### config.mk
export PLATFORM = sky130hd
export DESIGN_NAME = alu_issue_scheduler
export DESIGN_NICKNAME = d
export VERILOG_FILES = /design/src/rtl/alu_issue_scheduler.sv
export SDC_FILE = /design/constraint.sdc
export NUM_CORES = 2
export LEC_CHECK = 0
export ABC_CLOCK_PERIOD_IN_PS = 12270
export BUFFER_PORTS_ARGS = -buffer_cell sky130_fd_sc_hd__buf_2
export CAP_MARGIN = 20
export CORE_MARGIN = 3
export CORE_UTILIZATION = 40
export DETAILED_ROUTE_END_ITERATION = 7
export HOLD_SLACK_MARGIN = 0.05
export PLACE_DENSITY = 0.66
export SLEW_MARGIN = 0
export SYNTH_ARGS = -nofsm -noshare
export SYNTH_HDL_FRONTEND = slang
export SYNTH_SLANG_ARGS = --single-unit
### constraint.sdc
create_clock -name clk -period 12.27 [get_ports clk]
set_input_delay 2.454 -clock clk [delete_from_list [all_inputs] [get_ports clk]]
set_output_delay 2.454 -clock clk [all_outputs]
set_load 0.05 [all_outputs]
### src/rtl/alu_issue_scheduler.sv
// Reservation-station scheduler for one shared integer ALU: dispatch, CDB wakeup, round-robin select.
// Optional `define ISSUE_PERF_CNT_EN adds the perf_issued / perf_full_stall counters.
module alu_issue_scheduler #(
    parameter int RS_DEPTH = 8,
    parameter int TAG_W    = 6,
    parameter int DATA_W   = 32,
    parameter int ROB_W    = 5
) (
    input  logic                        clk,
    input  logic                        rst,
    input  logic                        flush,
    input  logic                        disp_valid,
    output logic                        disp_ready,
    input  logic [6:0]                  disp_opcode,
    input  logic [2:0]                  disp_funct3,
    input  logic [6:0]                  disp_funct7,
    input  logic [TAG_W-1:0]            disp_src1_tag,
    input  logic [TAG_W-1:0]            disp_src2_tag,
    input  logic                        disp_src1_rdy,
    input  logic                        disp_src2_rdy,
    input  logic [DATA_W-1:0]           disp_src1_val,
    input  logic [DATA_W-1:0]           disp_src2_val,
    input  logic [31:0]                 disp_imm,
    input  logic                        disp_has_imm,
    input  logic [TAG_W-1:0]            disp_dest_tag,
    input  logic [ROB_W-1:0]            disp_rob_idx,
    input  logic                        cdb_valid,
    input  logic [TAG_W-1:0]            cdb_tag,
    input  logic [DATA_W-1:0]           cdb_data,
    output logic                        issue_valid,
    input  logic                        issue_ready,
    output logic [6:0]                  issue_opcode,
    output logic [2:0]                  issue_funct3,
    output logic [6:0]                  issue_funct7,
    output logic [DATA_W-1:0]           issue_op_a,
    output logic [DATA_W-1:0]           issue_op_b,
    output logic [TAG_W-1:0]            issue_dest_tag,
    output logic [ROB_W-1:0]            issue_rob_idx,
    output logic [$clog2(RS_DEPTH):0]   occupancy,
    output logic [31:0]                 perf_issued,
    output logic [31:0]                 perf_full_stall
);
    localparam int PTR_W = $clog2(RS_DEPTH);
    localparam int OCC_W = PTR_W + 1;

    logic [RS_DEPTH-1:0] vld, s1_rdy, s2_rdy, has_imm;
    logic [6:0]          e_opcode [RS_DEPTH];
    logic [2:0]          e_funct3 [RS_DEPTH];
    logic [6:0]          e_funct7 [RS_DEPTH];
    logic [TAG_W-1:0]    s1_tag   [RS_DEPTH];
    logic [TAG_W-1:0]    s2_tag   [RS_DEPTH];
    logic [DATA_W-1:0]   s1_val   [RS_DEPTH];
    logic [DATA_W-1:0]   s2_val   [RS_DEPTH];
    logic [31:0]         e_imm    [RS_DEPTH];
    logic [TAG_W-1:0]    e_dest   [RS_DEPTH];
    logic [ROB_W-1:0]    e_rob    [RS_DEPTH];

    logic [PTR_W-1:0] rr_ptr, lock_idx, sel, scan_idx, free_idx;
    logic             lock, found, do_disp, do_issue, cdb_hit;
    logic [DATA_W:0]  src1_cap, src2_cap;

    // Returns {ready, value} for a source as it is written at dispatch, including CDB bypass.
    function automatic logic [DATA_W:0] capture_src(
        input logic [TAG_W-1:0]  tag,
        input logic              rdy,
        input logic [DATA_W-1:0] val,
        input logic              bc_valid,
        input logic [TAG_W-1:0]  bc_tag,
        input logic [DATA_W-1:0] bc_data
    );
        if (tag == '0) return {1'b1, {DATA_W{1'b0}}};
        if (rdy) return {1'b1, val};
        if (bc_valid && bc_tag == tag) return {1'b1, bc_data};
        return {1'b0, val};
    endfunction

    assign disp_ready = (occupancy < OCC_W'(RS_DEPTH));
    assign do_disp    = disp_valid && disp_ready && !flush;
    assign do_issue   = issue_valid && issue_ready;
    assign cdb_hit    = cdb_valid && (cdb_tag != '0);
    assign src1_cap   = capture_src(disp_src1_tag, disp_src1_rdy, disp_src1_val, cdb_valid, cdb_tag, cdb_data);
    assign src2_cap   = capture_src(disp_src2_tag, disp_src2_rdy, disp_src2_val, cdb_valid, cdb_tag, cdb_data);

    // Lowest-index free entry; entries freed by this cycle's issue still count as occupied.
    always_comb begin
        free_idx = '0;
        for (int i = RS_DEPTH - 1; i >= 0; i--) begin
            if (!vld[i]) free_idx = PTR_W'(i);
        end
    end

    // Downward scan so the smallest offset from rr_ptr wins; a held grant overrides the search.
    always_comb begin
        found    = 1'b0;
        sel      = rr_ptr;
        scan_idx = '0;
        for (int i = RS_DEPTH - 1; i >= 0; i--) begin
            scan_idx = rr_ptr + PTR_W'(i);
            if (vld[scan_idx] && s1_rdy[scan_idx] && s2_rdy[scan_idx]) begin
                found = 1'b1;
                sel   = scan_idx;
            end
        end
        if (lock) begin
            found = 1'b1;
            sel   = lock_idx;
        end
    end

    assign issue_valid = found && !flush;

    always_comb begin
        issue_opcode   = '0;
        issue_funct3   = '0;
        issue_funct7   = '0;
        issue_op_a     = '0;
        issue_op_b     = '0;
        issue_dest_tag = '0;
        issue_rob_idx  = '0;
        if (issue_valid) begin
            issue_opcode   = e_opcode[sel];
            issue_funct3   = e_funct3[sel];
            issue_funct7   = e_funct7[sel];
            issue_op_a     = s1_val[sel];
            issue_op_b     = has_imm[sel] ? DATA_W'(e_imm[sel]) : s2_val[sel];
            issue_dest_tag = e_dest[sel];
            issue_rob_idx  = e_rob[sel];
        end
    end

    always_ff @(posedge clk) begin
        if (rst) begin
            vld       <= '0;
            lock      <= 1'b0;
            lock_idx  <= '0;
            rr_ptr    <= '0;
            occupancy <= '0;
        end else if (flush) begin
            vld       <= '0;
            lock      <= 1'b0;
            rr_ptr    <= '0;
            occupancy <= '0;
        end else begin
            if (do_issue) begin
                vld[sel] <= 1'b0;
                rr_ptr   <= sel + 1'b1;
                lock     <= 1'b0;
            end else if (issue_valid) begin
                lock     <= 1'b1;
                lock_idx <= sel;
            end
            if (do_disp) vld[free_idx] <= 1'b1;
            occupancy <= occupancy + OCC_W'(do_disp) - OCC_W'(do_issue);
        end
    end

    // Entry payload and ready bits; only meaningful while vld is set, so not reset.
    always_ff @(posedge clk) begin
        for (int i = 0; i < RS_DEPTH; i++) begin
            if (vld[i] && cdb_hit) begin
                if (!s1_rdy[i] && s1_tag[i] == cdb_tag) begin
                    s1_rdy[i] <= 1'b1;
                    s1_val[i] <= cdb_data;
                end
                if (!s2_rdy[i] && s2_tag[i] == cdb_tag) begin
                    s2_rdy[i] <= 1'b1;
                    s2_val[i] <= cdb_data;
                end
            end
        end
        if (do_disp) begin
            e_opcode[free_idx] <= disp_opcode;
            e_funct3[free_idx] <= disp_funct3;
            e_funct7[free_idx] <= disp_funct7;
            s1_tag[free_idx]   <= disp_src1_tag;
            s2_tag[free_idx]   <= disp_src2_tag;
            s1_rdy[free_idx]   <= src1_cap[DATA_W];
            s1_val[free_idx]   <= src1_cap[DATA_W-1:0];
            s2_rdy[free_idx]   <= disp_has_imm | src2_cap[DATA_W];
            s2_val[free_idx]   <= src2_cap[DATA_W-1:0];
            e_imm[free_idx]    <= disp_imm;
            has_imm[free_idx]  <= disp_has_imm;
            e_dest[free_idx]   <= disp_dest_tag;
            e_rob[free_idx]    <= disp_rob_idx;
        end
    end

`ifdef ISSUE_PERF_CNT_EN
    logic [31:0] issued_cnt, stall_cnt;

    always_ff @(posedge clk) begin
        if (rst) begin
            issued_cnt <= '0;
            stall_cnt  <= '0;
        end else begin
            if (do_issue) issued_cnt <= issued_cnt + 32'd1;
            if (disp_valid && !disp_ready) stall_cnt <= stall_cnt + 32'd1;
        end
    end

    assign perf_issued     = issued_cnt;
    assign perf_full_stall = stall_cnt;
`else
    assign perf_issued     = '0;
    assign perf_full_stall = '0;
`endif

endmodule

==> metrics <==
outcome=completed; CTS root buf=clkbuf_16; max_cap viols=0; 1st-pass router iterations=8; Fill cells=~12000; # hold bufs at CTS=0; final count of pins violating max slew=0; Synth Area per Inst=11.6 sq um; Ys Warns=0; placed cell area=approximately 54000 sq um; die extent in y=roughly 370 um; Pleak=between 20 and 25 nW; Max clock buf depth=3; period utilisation layout=79.3%; final setup fails=0; worst clock skew=0.0529 ns; internal power=~6.6 mW; number of synthesized flops with an enable pin=1096; later-pin clock latency in the skew report=approximately 0.8 ns; worst hold slack=0.518 ns; Critical Path Fanout Max=60; io pins=~350; asr flop ratio synth=0%; total grt overflow=0; Clock Sinks=1131; routed len/inst=~26 um; fin cells=around 6300; dpl ws=about 3.4 ns; Final Hold Viols=0; Syn Inst Count=around 4500; Main synth FF type=edfxtp_1; Worst EP required=9.82 ns; Sw Ratio=between 20% and 30%; routed via count=roughly 37000; RSZ-0062 raised after global routing=false; fmax=0.103 GHz; cts repair resizes=0; final net count=4695; full die area=approximately 130000 sq um; Routed Antenna Nets=0; min Tclk post-route=about 9.7 ns; clk slew on worst S/H paths=~0.070 ns; port bufs=280; crit path capture type=output port; Synth Register Bits=1131; ranking of synthesized cells by area=edfxtp_1, nand2_1, o21ai_0; drc violations=0; core footprint=roughly 130000 sq um; vias in the first global route=between 30000 and 40000; synthesized area=52000 sq um; GRT Total Usage=a little under a quarter; synth-to-layout area growth=12.5%; post-synth top area cell=edfxtp_1; net switching power=just under 2 mW; initial antenna violation count=16; first-pass GRT wire length=about 240000 um; WS Path Type=reg2out; worst hold path depth=2; num rows=131; placed insts=roughly 6000; largest net degree at the start of global routing=about 170; CTS Buf Count=~120; Synth top area share=63.3%; Hold Path Class=reg2reg; worst slew pin tran=1.07 ns; Iteration-0 DRC Markers=slightly below 5000; Clk pwr share=~43%; RePlAce Congestion=approximately 0.9; Flop pwr share=roughly half; design area=between 50000 and 60000 sq um; Max IR drop VDD=roughly 0.14 mV; Slew HR=28.8%; setup tns final=0 ns; Die Span X=~370 um; power density cells=146 nW/um^2; CTS tree=built; Data arrival, critical path=just over 7 ns; setup bufs post-CTS=0; Comb power frac=between 6 and 7%; layout cell share with drive strength beyond 1=approximately 14%; hpwl dp=93000 um; FF-to-FF path depth=14; final WL=roughly 160000 um; vias per cell=just under 6; CTS H-tree depth=3; Critical Path Start Type=flop; fin worst setup slack=around 2.5 ns; post-synthesis cell type count=67; Seq/Total Area, Yosys=64.7%; Initial Util=between 40% and 50%
[power groups by stage]
stage | combinational (mW) | sequential, mW | clock (mW)
after detailed placement | 0.523 | 4.37 | 0
after CTS | 0.526 | 4.29 | 3.73
after floorplan | 0.341 | 4.37 | 0
after global routing | 0.572 | 4.29 | 3.89
final | 0.529 | 4.29 | 3.69
after global placement | 0.516 | 4.37 | 0
[path summary, 6_finish.rpt]
path | slack [ns] | startpoint | endpoint
worst min register to register | 0.52 | lock_idx[2] | lock_idx[2]
worst max-delay path | 2.54 | rr_ptr[0] | issue_op_b[1]
worst min-delay path | 0.52 | lock_idx[2] | lock_idx[2]
worst max register to register | 7.30 | rr_ptr[0] | vld[1]
[cells in the mapped netlist, types with 6 or more instances]
master       n
and3_1      67
edfxtp_1  1096
xor2_1      57
o211a_1     33
nor4_1       8
dfxtp_1     35
and2_1       6
nand2_1    967
nand4_1     27
or2_2       67
a22o_1      34
inv_1       30
a221o_1     96
nor2_1      26
buf_4       76
a21oi_1    206
xnor2_1     59
mux2i_1    133
a31oi_1     62
buf_6        8
o21ai_0    608
a211oi_1     8
nand3_1    142
o211ai_1    34
clkbuf_1   286
buf_1       57
buf_2       70
nor3_1      19
mux4_2      14
a32o_1      60
[final cells by class]
cell class                 count  area, sq um  share of cell area, %
sequential                  1131        33600                   57.5
antenna                        9         22.5                 0.0385
tap                         1729         2160                   3.70
clock inverter                76          962                   1.65
multi-input combinational   2871        16500                   28.2
timing repair buffer         352         2010                   3.44
clock buffer                 146         3060                   5.23
inverter                      32          140                  0.240
[cell usage in the layout (no fill, tap or decap), types with 9 or more instances in the layout]
cell	count
nand4_1	27
a21oi_1	206
a32o_1	60
o21ai_1	17
buf_4	65
a221o_1	96
o211a_1	33
clkbuf_16	118
clkinv_2	22
xnor2_1	59
edfxtp_1	1096
o211ai_1	34
nor2_1	26
nor3_1	17
bufinv_16	17
o21ai_0	576
xor2_1	57
nand2_1	961
a31oi_1	61
mux2i_1	133
clkinv_1	21
and3_1	66
o21ai_4	17
nand3_1	142
dfxtp_1	35
inv_1	22
or2_2	66
mux4_2	14
a22o_1	34
diode_2	9
conb_1	64
buf_2	281
clkbuf_1	28
[critical path, stage by stage, from the launching register on]
cell and delay, ns:
dfxtp_1 0.30, buf_4 0.21, inv_2 0.32, ha_1 0.33, xor2_1 0.37, mux4_2 0.41, a2111oi_2 0.45, mux2i_1 0.23
a311o_1 0.35, and2_4 0.76, buf_4 0.52, a21oi_2 0.13, a221oi_4 0.31, buf_4 0.44, or2_1 0.16, buf_4 0.36
o211a_1 0.42, buf_2 0.33
[per-layer routing]
layer | part of all wire [%] | wire, um | global-route usage, % | vias to the layer above
met3 | 9.8 | 15800 | 4.74 | 396
li1 | - | - | - | 16439
met5 | 0 | 0 | 0 | -
met1 | 39 | 63400 | 30.8 | 18229
met4 | 5.7 | 9270 | 11.9 | 0
met2 | 45 | 73500 | 36.6 | 2131
[flip-flops by register name, indices dropped and copies added, names as in the netlist]
register,cells
rr_ptr,3
e_rob,40
has_imm,8
e_dest,48
s1_rdy,8
e_funct7,56
e_opcode,56
s2_val,256
e_imm,256
occupancy,4
lock_idx,3
lock,1
vld,8
s2_tag,48
s2_rdy,8
s1_val,256
e_funct3,24
s1_tag,48
[metrics by stage]
stage	power (mW)	utilization, %
after floorplan	4.71	-
after global placement	4.89	42.4
after detailed placement	4.89	42.4
after CTS	8.54	45.5
after global routing	8.75	45.6
final	8.51	45.6
[cells by family (layout without fill, tap and decap cells)]
group	Yosys count	count (layout)	share of synthesized area (%)
muxes	149	149	3.21
AOI/OAI and AO/OA	1175	1175	14.0
xor gates and xnor gates	117	117	1.99
and+or+nand+nor	1360	1360	11.3
other	1	73	0.00722
DFF	1131	1131	64.7
buffers and inverters	529	606	4.65
adders and majority gates	6	6	0.159
Note: power is estimated with default switching activity, not from simulation.
